`src/rtl/accum_dump.sv`:
```
// accum_dump: block accumulator placed after the unsigned adder.
// Sums ACC_LEN accepted samples (or fewer, on flush_i) into a wide register
// and presents the block sum on a valid/ready output. The next block keeps
// accumulating while a finished result waits for the consumer.
// Optional build macro ACCUM_SATURATE_EN: on carry out the accumulator clamps
// to all-ones for the rest of the block instead of wrapping.
// ACC_WIDTH must be >= DATA_WIDTH; ACC_LEN must lie in 2..65535.
module accum_dump #(
  parameter int DATA_WIDTH = 17,
  parameter int ACC_LEN    = 8,
  parameter int ACC_WIDTH  = 20
) (
  input  logic                  clk_i,
  input  logic                  rst_i,
  input  logic [DATA_WIDTH-1:0] data_i,
  input  logic                  valid_i,
  output logic                  ready_o,
  input  logic                  flush_i,
  output logic [ACC_WIDTH-1:0]  sum_o,
  output logic [15:0]           count_o,
  output logic                  overflow_o,
  output logic                  valid_o,
  input  logic                  ready_i
);

  localparam logic [15:0] LEN    = 16'(ACC_LEN);
  localparam logic [15:0] LEN_M1 = 16'(ACC_LEN - 1);

  typedef enum logic {
    S_ACC  = 1'b0,
    S_HOLD = 1'b1
  } state_t;

  state_t state_reg, state_next;

  logic [ACC_WIDTH-1:0] acc_reg, acc_next;
  logic [15:0]          cnt_reg, cnt_next;
  logic                 ovf_reg, ovf_next;

  logic [ACC_WIDTH-1:0] sum_reg;
  logic [15:0]          count_reg;
  logic                 overflow_reg;

  logic                 blocked;
  logic                 accept;
  logic                 flush_ok;
  logic                 close;
  logic [ACC_WIDTH:0]   sum_wide;
  logic                 carry;
  logic [15:0]          cnt_inc;

  // A pending result that the consumer is not taking this cycle cannot be
  // overwritten, so any close is forbidden while this is high.
  assign blocked = (state_reg == S_HOLD) && !ready_i;

  // Accumulator datapath and close decision.
  // A flush while blocked is dropped: with cnt>0 ready_o is low anyway, and
  // with cnt==0 the sample is taken into the new block but the block is not
  // closed, since there is nowhere to put its result.
  always_comb begin
    accept   = valid_i && ready_o;
    flush_ok = flush_i && !blocked;
    sum_wide = {1'b0, acc_reg} + {{(ACC_WIDTH + 1 - DATA_WIDTH){1'b0}}, data_i};
    carry    = sum_wide[ACC_WIDTH];
    cnt_inc  = cnt_reg + 16'd1;
    acc_next = acc_reg;
    cnt_next = cnt_reg;
    ovf_next = ovf_reg;
    if (accept) begin
`ifdef ACCUM_SATURATE_EN
      // Once clamped, any further nonzero sample carries again, so the
      // accumulator stays at all-ones until the block closes.
      acc_next = carry ? '1 : sum_wide[ACC_WIDTH-1:0];
`else
      acc_next = sum_wide[ACC_WIDTH-1:0];
`endif
      cnt_next = cnt_inc;
      ovf_next = ovf_reg | carry;
    end
    close = (accept && (cnt_inc == LEN)) ||
            (flush_ok && ((cnt_reg != 16'd0) || accept));
  end

  // State register.
  always_ff @(posedge clk_i) begin
    if (rst_i) begin
      state_reg <= S_ACC;
    end else begin
      state_reg <= state_next;
    end
  end

  // Next-state logic: a close always leaves a result pending; otherwise a
  // pending result is released when the consumer takes it.
  always_comb begin
    state_next = state_reg;
    case (state_reg)
      S_ACC:  if (close) state_next = S_HOLD;
      S_HOLD: begin
        if (close) begin
          state_next = S_HOLD;
        end else if (ready_i) begin
          state_next = S_ACC;
        end
      end
      default: state_next = S_ACC;
    endcase
  end

  // Output decode: stall upstream only when the coming sample or flush would
  // close a block while the previous result is still stuck.
  always_comb begin
    valid_o = (state_reg == S_HOLD);
    ready_o = !(blocked &&
                ((cnt_reg == LEN_M1) || (flush_i && (cnt_reg != 16'd0))));
  end

  // Accumulator and result registers; a close loads the result and starts
  // an empty block on the same edge.
  always_ff @(posedge clk_i) begin
    if (rst_i) begin
      acc_reg      <= '0;
      cnt_reg      <= '0;
      ovf_reg      <= 1'b0;
      sum_reg      <= '0;
      count_reg    <= '0;
      overflow_reg <= 1'b0;
    end else if (close) begin
      sum_reg      <= acc_next;
      count_reg    <= cnt_next;
      overflow_reg <= ovf_next;
      acc_reg      <= '0;
      cnt_reg      <= '0;
      ovf_reg      <= 1'b0;
    end else begin
      acc_reg      <= acc_next;
      cnt_reg      <= cnt_next;
      ovf_reg      <= ovf_next;
    end
  end

  assign sum_o      = sum_reg;
  assign count_o    = count_reg;
  assign overflow_o = overflow_reg;

endmodule

```
`config.mk`:
```
export PLATFORM = sky130hd
export DESIGN_NAME = accum_dump
export DESIGN_NICKNAME = d
export VERILOG_FILES = /design/src/rtl/accum_dump.sv
export SDC_FILE = /design/constraint.sdc
export NUM_CORES = 1
export LEC_CHECK = 0
export CORE_AREA = 2 2 68 134
export CTS_CLUSTER_SIZE = 10
export DETAILED_ROUTE_END_ITERATION = 16
export DIE_AREA = 0 0 70 136
export GPL_TIMING_DRIVEN = 0
export PLACE_DENSITY = 0.78
export SYNTH_ARGS = -nofsm -noshare
export SYNTH_HDL_FRONTEND = slang
export SYNTH_SLANG_ARGS = --single-unit
```
`constraint.sdc`:
```
create_clock -name clk_i -period 3.4 [get_ports clk_i]
set_input_delay 0.68 -clock clk_i [delete_from_list [all_inputs] [get_ports clk_i]]
set_output_delay 0.68 -clock clk_i [all_outputs]
set_load 0.05 [all_outputs]
```
==> results of run 1 <==
==> power breakdown <==
group	leakage [nW]	switching (W)	internal [W]
logic	1.20	0.000413	0.000248
registers	0.614	0.0000408	0.000942
clock network	0.134	0.000348	0.000561
==> layout by cell type (no fill, tap or decap), types with 4 or more instances in the layout <==
cell type	netlist	layout
dfxtp_1	75	75
o21a_1	4	4
nor3_1	10	10
clkbuf_1	5	6
o21ai_0	11	11
a21o_1	7	7
clkdlybuf4s50_1	0	60
a21oi_1	21	21
a211oi_2	30	30
and2_1	4	4
a211oi_1	8	8
nand3_1	9	9
a31oi_1	5	5
clkbuf_16	0	9
buf_4	7	7
xor2_1	16	16
and3_1	5	5
buf_6	4	4
xnor2_1	12	12
inv_1	8	8
ha_1	20	20
buf_2	8	8
mux2i_1	7	7
nand4_1	5	5
nand2_1	27	27
nor2_1	91	91
nand2b_1	4	4
==> through the flow <==
stage / setup WS [ns] / hold WS [ns]
floorplan: 0.708 / 0.433
global placement: -0.122 / 0.459
detailed placement: -0.223 / 0.496
CTS: 0.0514 / 0.508
global route: 0.0237 / 0.545
finish: -0.0270 / 0.517
==> kinds of logic after synthesis <==
kind of cell / count (synthesis) / synth area share [%]
xor gates and xnor gates: 28 / 5.94
adders and majority gates: 21 / 6.55
AOI/OAI and AO/OA: 112 / 22.8
buffers and inverters: 33 / 4.61
DFF: 75 / 36.4
and+or+nand+nor: 183 / 22.0
muxes: 7 / 1.70
==> final cells by class <==
cell class	instances	area, um^2
fillers	762	3380
plain buffers	25	160
flip-flops and latches	75	1500
clock buffers	10	229
well taps	100	125
inverters	8	30.0
repair buffers	60	601
multi-input cells	351	2440
clock inverters	5	55.1
==> what timing repair did <==
item                                    in CTS  in global routing
gates resized for setup                      0                  2
hold buffers                                 0                  0
endpoints found under the setup margin       0                  2
==> metal layers <==
metal | up-vias | global-route usage, % | share of wire (%)
met2 | 97 | 43.0 | 56
met3 | 37 | 3.48 | 3.8
met1 | 1738 | 20.9 | 36
li1 | 1790 | - | -
met4 | 0 | 12.9 | 4.1
met5 | - | 0 | 0
==> worst paths after layout <==
kind                   start           to  slack (ns)  cells after the start
hold reg to reg    sum_o[11]    sum_o[11]        0.52                      2
setup / recovery  cnt_reg[9]      ready_o       -0.03                      5
hold / removal     sum_o[11]    sum_o[11]        0.52                      2
setup reg to reg  cnt_reg[0]  cnt_reg[14]        0.41                     10
==> worst max-delay path, stage by stage, from the launching register on <==
cell and delay, ns:
dfxtp_1 0.37, nor4_1 0.46, nand4_1 0.25, or3_4 0.45, and2_1 0.19, clkdlybuf4s50_1 0.70
==> summary.md, run 1 <==
| Metric | Value |
|---|---|
| First-pass GRT wire length | `roughly 17000 um` |
| Worst skew pair latency | `0.33 ns` |
| Post-CTS Setup Repair Bufs | `0` |
| Max-slew violations | `0` |
| Critical Path End Type | `primary output` |
| Warnings from Yosys | `0` |
| Critical path class | `register to primary output` |
| Antenna diode count | `0` |
| CP max FO | `5` |
| Total clock buffers created by CTS | `9` |
| Initial Util | `48.4%` |
| Vias in the first global route | `3713` |
| Total GRT Usage | `22.0%` |
| Final worst-path cycle share | `101%` |
| Setup TNS | `-0.0270 ns` |
| Sequential fraction of the synthesis area | `36.4%` |
| Port buffer count | `60` |
| Post-synth top area share | `36.4%` |
| Top cells by count, synth | `nor2_1, dfxtp_1, a211oi_2, nand2_1, a21oi_1` |
| Synth area leaders | `dfxtp_1, a211oi_2, nor2_1` |
| Most frequent cell after synthesis | `nor2_1` |
| Area Overhead vs Synth | `24.7%` |
| Clock transition at path regs | `~0.050 ns` |
| Post-Syn Area per Cell | `8.99 um^2` |
| CTS Sinks | `75` |
| Post-synth top area cell | `dfxtp_1` |
| Drt wl/cell | `16.5 um` |
| Max-Cap Viols | `0` |
| DRT Pass-1 Iters | `4` |
| Cell area after layout | `5150 um^2` |
| Slew margin rel. | `between 50% and 60%` |
| Final Skew | `0.00505 ns` |
| Dpl cell area | `4850 um^2` |
| Synthesis-stage register bit count | `75` |
| Proportion of layout cells with a drive suffix above 1 | `14.6%` |
| Utilization after layout | `60.3%` |
| Cell area power density | `496 nW/um^2` |
| DRT iter0 DRCs | `125` |
| Synthesized instance count | `459` |
| Fraction of registers with async set/reset | `0%` |
| Unrepaired setup endpoints after global routing | `false` |
| CP required | `about 2.7 ns` |
| Largest net degree at the start of global routing | `13` |
| Vias per cell | `5.78` |
| Post-synth EDFFs | `0` |
| Routed Antenna Nets | `0` |
| Worst Hold Class | `register to register` |
| Die area | `between 9000 and 10000 um^2` |
| GP Congestion | `0.891` |
| Cell area after synthesis | `4130 um^2` |
| HPWL after DPL | `7940 um` |
| Clock Root Buffer | `clkbuf_16` |
| Worst EP arrival | `approximately 2.8 ns` |
| # rows | `48` |
| Chip width | `70 um` |
| H-tree Lvls | `3` |
| Final number of setup-violating endpoints | `1` |
| Clock Path Buffers | `2` |
| DIE HEIGHT | `136 um` |
| DR vias | `approximately 3700` |
| I/O pin count | `61` |
| Cell count after placement | `619` |
| Failing checks | `setup timing` |
| Synth cell types | `59` |
| Setup crit start kind | `register` |
| Worst setup margin | `-0.0270 ns` |
| DRC Markers | `0` |
| Status | `complete, but fails checks` |
| Minimum clock period | `between 3 and 4 ns` |
| Hold Violations, Final | `0` |
| Core Area | `8530 um^2` |
| Leakage Power | `1.95 nW` |
| Layout Nets | `between 500 and 600` |
| Worst slew pin tran | `0.689 ns` |
| DRT Wirelength | `about 10000 um` |
| Fmax | `292 MHz` |
| Post-synth top flop | `dfxtp_1` |
| CTS tree | `done` |
| Post-synth net total | `502` |
| Global route overflow | `0` |
| Initial antenna violation count | `0` |
| Overall power | `roughly 0.0026 W` |
| Post-Layout Cell Count | `634` |
| Peak supply drop | `around 0.33 mV` |
(Power assumes the default switching activity.)
==> run 2, diff against run 1 <==
Settings changed: CORE_AREA 2 2 68 134 to 2 2 68 135, DIE_AREA 0 0 70 136 to 0 0 70 137, PLACE_DENSITY 0.78 to 0.8.
Clock period 3.4 ns to 2.8 ns, I/O delays scaled along.
==> summary.md, run 2 (synthesized netlist as in run 1, its figures left out) <==
| Metric | Value |
|---|---|
| Fmax | `around 360 MHz` |
| Utilization after layout | `62.5% (+2.2 points)` |
| DRC Markers | `0 (unchanged)` |
| Clock transition at path regs | `0.06 ns (about the same)` |
| Critical Path Source | `data_i[8]` |
| Port buffer count | `60 (unchanged)` |
| DRT iter0 DRCs | `291 (+130%)` |
| Unrepaired setup endpoints after global routing | `false` |
| Cell area power density | `614 nW/um^2 (+24%)` |
| Worst Hold Class | `register to register` |
| Clk pwr share | `38.0% (+2.4 points)` |
| Max-slew violations | `0 (unchanged)` |
| Worst R2R Path Depth | `10 (unchanged)` |
| Initial Util | `48.4% (unchanged)` |
| DRT Pass-1 Iters | `5 (+1)` |
| Cell area after layout | `5330 um^2 (+3.6%)` |
| Slew margin rel. | `55.1% (+1.0 points)` |
| Leakage Power | `2.03 nW (+4.2%)` |
| Final Skew | `0.00546 ns (+0.000403 ns)` |
| Vias per cell | `5.89 (+2.1%)` |
| Total GRT Usage | `23.1% (+1.1 points)` |
| Total clock buffers created by CTS | `9 (unchanged)` |
| Minimum clock period | `~2.7 ns` |
| Final worst-path cycle share | `between 90% and 100%` |
| Clock Root Buffer | `clkbuf_16` |
| Psw | `0.00104 W (+29%)` |
| Dpl cell area | `4850 um^2 (unchanged)` |
| Core Area | `8530 um^2 (unchanged)` |
| Clock Path Buffers | `2 (unchanged)` |
| Die area | `9590 um^2 (+0.74%)` |
| HPWL after DPL | `7910 um (-0.43%)` |
| Initial antenna violation count | `0 (unchanged)` |
| Status | `complete, no violations` |
| Worst slew pin tran | `0.673 ns (-0.0156 ns)` |
| DR vias | `3761 (+2.7%)` |
| Max-Cap Viols | `0 (unchanged)` |
| Layout Nets | `577 (+0.70%)` |
| I/O pin count | `61 (unchanged)` |
| Fillers | `710 (-6.8%)` |
| Worst EP arrival | `3.00 ns (+0.25 ns)` |
| GP Congestion | `0.901 (+1.1%)` |
| Commonest cells after routing, fill and taps aside | `nor2_1, dfxtp_1, clkdlybuf4s50_1` |
| Drt wl/cell | `17.4 um (+5.8%)` |
| Most common cell after layout, fill and taps aside | `nor2_1` |
| CP required | `3.05 ns (+0.33 ns)` |
| # rows | `48 (unchanged)` |
| Critical path class | `primary input to register` |
| Worst skew pair latency | `0.34 ns (about the same)` |
| Chip width | `70 um (unchanged)` |
| CP max FO | `5 (unchanged)` |
| First-pass GRT wire length | `17300 um (+4.1%)` |
| CP endpoint | `sum_o[17]` |
| H-tree Lvls | `3 (unchanged)` |
| Peak supply drop | `0.342 mV (+3.1%)` |
| CTS Sinks | `75 (unchanged)` |
| Proportion of layout cells with a drive suffix above 1 | `19.5% (+4.9 points)` |
| Met1 Resource Use GR | `21.6% (+0.71 points)` |
| Comb pwr share | `25.6% (-0.3 points)` |
| FF-to-FF End | `acc_reg[2]` |
| Hold_ws | `0.478 ns (-0.0391 ns)` |
| GR met3 Demand/Resource | `5.01% (+1.5 points)` |
| Cts hold-fix bufs | `0 (unchanged)` |
| Antenna diode count | `0 (unchanged)` |
| FF-to-FF setup slack | `0.16 ns (-0.25 ns)` |
| DRT Wirelength | `11100 um (+6.4%)` |
| Final number of setup-violating endpoints | `0 (-1)` |
| GRT Max-Usage Layer | `met2` |
| Met2 Usage GRT | `43.7% (+0.63 points)` |
| Area Overhead vs Synth | `29.2%` |
| DIE HEIGHT | `137 um (+0.74%)` |
| Hold path start | `ovf_reg` |
| Switching portion of total power | `31.7% (+0.28 points)` |
| Sequential Power Share | `36.4% (-2.1 points)` |
| Worst R2R Start | `cnt_reg[0]` |
| Vias in the first global route | `3860 (+4.0%)` |
| CTS tree | `done` |
| Largest net degree at the start of global routing | `14 (+1)` |
| Hold Violations, Final | `0 (unchanged)` |
| Critical Path End Type | `register` |
| Power Internal | `0.00224 W (+28%)` |
| Global route overflow | `0 (unchanged)` |
| Setup crit start kind | `primary input` |
| Routed Antenna Nets | `0 (unchanged)` |
run 2: cell count changes in the layout (fill, tap and decap cells not counted), moves of 3 or more:
cell | before | now
ha_1 | 20 | 15
clkdlybuf4s50_1 | 60 | 57
ha_2 | 0 | 4
buf_4 | 7 | 11
run 2: through the flow:
stage                     total power [W]  instances  setup slack, ns   TNS, ns
after floorplan                   0.00178        459            0.228         0
after global placement            0.00199        619           -0.603    -10.17
after detailed placement          0.00201        619           -0.638    -14.17
after CTS                         0.00326        637         -0.00987  -0.00987
after global routing              0.00340        638          0.00162         0
final                             0.00328        638           0.0582         0
run 2: cell type report:
| type | count | area [um^2] | area share (%) |
|---|---|---|---|
| Buffer | 25 | 163 | 3.05 |
| Clock buffer | 9 | 225 | 4.22 |
| Clock inverter | 6 | 90.1 | 1.69 |
| Inverter | 8 | 30.0 | 0.563 |
| Multi-Input combinational cell | 351 | 2570 | 48.1 |
| Sequential cell | 75 | 1500 | 28.2 |
| Tap cell | 100 | 125 | 2.35 |
| Timing Repair Buffer | 64 | 631 | 11.8 |
run 2: power groups by stage:
stage	logic, W	registers [W]	clock network, W
2_1_floorplan	0.000392	0.00138	0
3_3_place_gp	0.000779	0.00121	0
3_5_place_dp	0.000797	0.00121	0
4_1_cts	0.000810	0.00119	0.00126
5_1_grt	0.000894	0.00120	0.00130
6_report	0.000837	0.00119	0.00125
run 2: worst min path at each step:
stage                    to  slack [ns]  cells past startpoint
finish              ovf_reg        0.48                      2
global route        ovf_reg        0.49                      2
CTS                 ovf_reg        0.49                      2
detailed placement  ovf_reg        0.47                      2
global placement    ovf_reg        0.46                      2
floorplan           ovf_reg        0.43                      2
run 2: routing by layer:
metal | wire length (um) | share of wire [%] | up-vias
met5 | 0 | 0 | -
li1 | - | - | 1797
met2 | 6190 | 56 | 133
met1 | 3920 | 35 | 1794
met3 | 503 | 4.5 | 37
met4 | 501 | 4.5 | 0
run 2: critical path: stages:
cell and delay, ns:
clkdlybuf4s50_1 0.44, ha_2 0.40, nand2_1 0.13, nor2_1 0.17, and3_4 0.24, nand4bb_1 0.12
nand2_1 0.12, or4_1 0.53, a311oi_1 0.27
run 2: timing repair:
| item | 4_1_cts | 5_1_grt |
|---|---|---|
| endpoints found under the hold margin | 0 | 0 |
| pin swaps | 5 | 11 |
| cloned | 0 | 0 |
| setup endpoints to repair | 71 | 69 |
| resized for setup | 14 | 25 |
| setup buffers | 3 | 1 |
==> edit, RTL diff (settings of run 2) <==
`DATA_WIDTH`: 17 -> 15.
--- a/src/rtl/accum_dump.sv
+++ b/src/rtl/accum_dump.sv
@@ -6,7 +6,7 @@
 // to all-ones for the rest of the block instead of wrapping.
 // ACC_WIDTH must be >= DATA_WIDTH; ACC_LEN must lie in 2..65535.
 module accum_dump #(
-  parameter int DATA_WIDTH = 17,
+  parameter int DATA_WIDTH = 15,
   parameter int ACC_LEN    = 8,
   parameter int ACC_WIDTH  = 20
 ) (
Interface: changed (resized data_i); port bits go from 61 to 59. No check against the original RTL was run, so the function may have changed too.
==> edit against run 2 <==
  * Register-to-register slack got worse by 50 ps
  * Worst setup slack improved by 45 ps
  * Clock power fell by 7%
  * Synthesized area fell by 9.3%
  * Clock skew up 3.0 ps
  * Sequential cell count stayed put
  * Total power is 5.3% lower
  * Final area decreased by 5.5%
  * Routed wire length is 6.5% lower
  * Sequential share of layout area up 1.6 points
  * Non-clock buffer count up 5
==> edit: results (changes against run 2) <==
metric,value,unit,change
p_leak,0.001940,uW,-4.3%
outcome,finished clean,,
seq_area_frac,0.2980,,+0.01605
bufAreaShareNonClock,0.1630,,+0.01431
gp_congestion,0.9291,,+3.1%
dp_cells,591,,-4.5%
clkbuf_count,11,,+2
grt_pass1_vias,3559,,-7.8%
place_hpwl,7405,um,-6.4%
path_max_fanout,4,,-1
pre_cts_ws,-852.3,ps,-214.4 ps
grt_max_degree,13,,-1
post_cts_buffers,5,,+2
p_sw_frac,0.3104,,-0.006687
post-route-util,0.5913,,-0.03418
synth_seq_area_share,0.4011,,+0.03732
buffers,94,,+5.6%
r2r-end,acc_reg[17]$_SDFF_PP0_,,
setup_ws,102.9,ps,+44.65 ps
synth_compound_area_frac,0.1912,,-0.03677
port_buffers,58,,-3.3%
p_comb,762,uW,-9.0%
viasPerCell,5.716,,-3.0%
drive_gt1_frac,0.1580,,-0.03717
relSlewSlack,0.5739,,+0.02253
reg2reg_slack,110,ps,-50 ps
synth.area.top_cells,"dfxtp_1 40%, nor2_1 9.3%, a211oi_1 7.6%",,
fin_nets,553,,-4.2%
syn_area,3744,sq um,-9.3%
layout.cells.non_filler,619,,-3.0%
endpoint,sum_o[14]$_SDFFE_PP0P_,,
place_area,4449,sq um,-8.3%
syn_nets,472,,-6.0%
drt_iter0_markers,159,,-45%
clk_share,0.05856,,-0.0005525
-- edit: how the worst min path moves through the flow --
stage,cells after the start,slack (ps),end
2_1_floorplan,2,420,ovf_reg$_SDFF_PP0_
3_3_place_gp,2,450,ovf_reg$_SDFF_PP0_
5_1_grt,2,520,ovf_reg$_SDFF_PP0_
4_1_cts,2,480,ovf_reg$_SDFF_PP0_
6_report,2,490,acc_reg[11]$_SDFF_PP0_
3_5_place_dp,2,460,ovf_reg$_SDFF_PP0_
-- edit: critical path: stages --
cell and delay, ps:
clkdlybuf4s50_1 470, ha_1 380, and3_1 210, nor2b_1 150, a211oi_2 290, o21ai_2 130
buf_4 160, a21o_1 170, a221oi_2 280, a211oi_1 110
-- edit: layer usage --
layer  wire (um)  track usage  up-vias
met5           0            0        -
met4         558       0.1464        0
met3         425      0.03608       44
met2        5719       0.4185      111
met1        3681       0.1976     1660
li1            -            -     1723
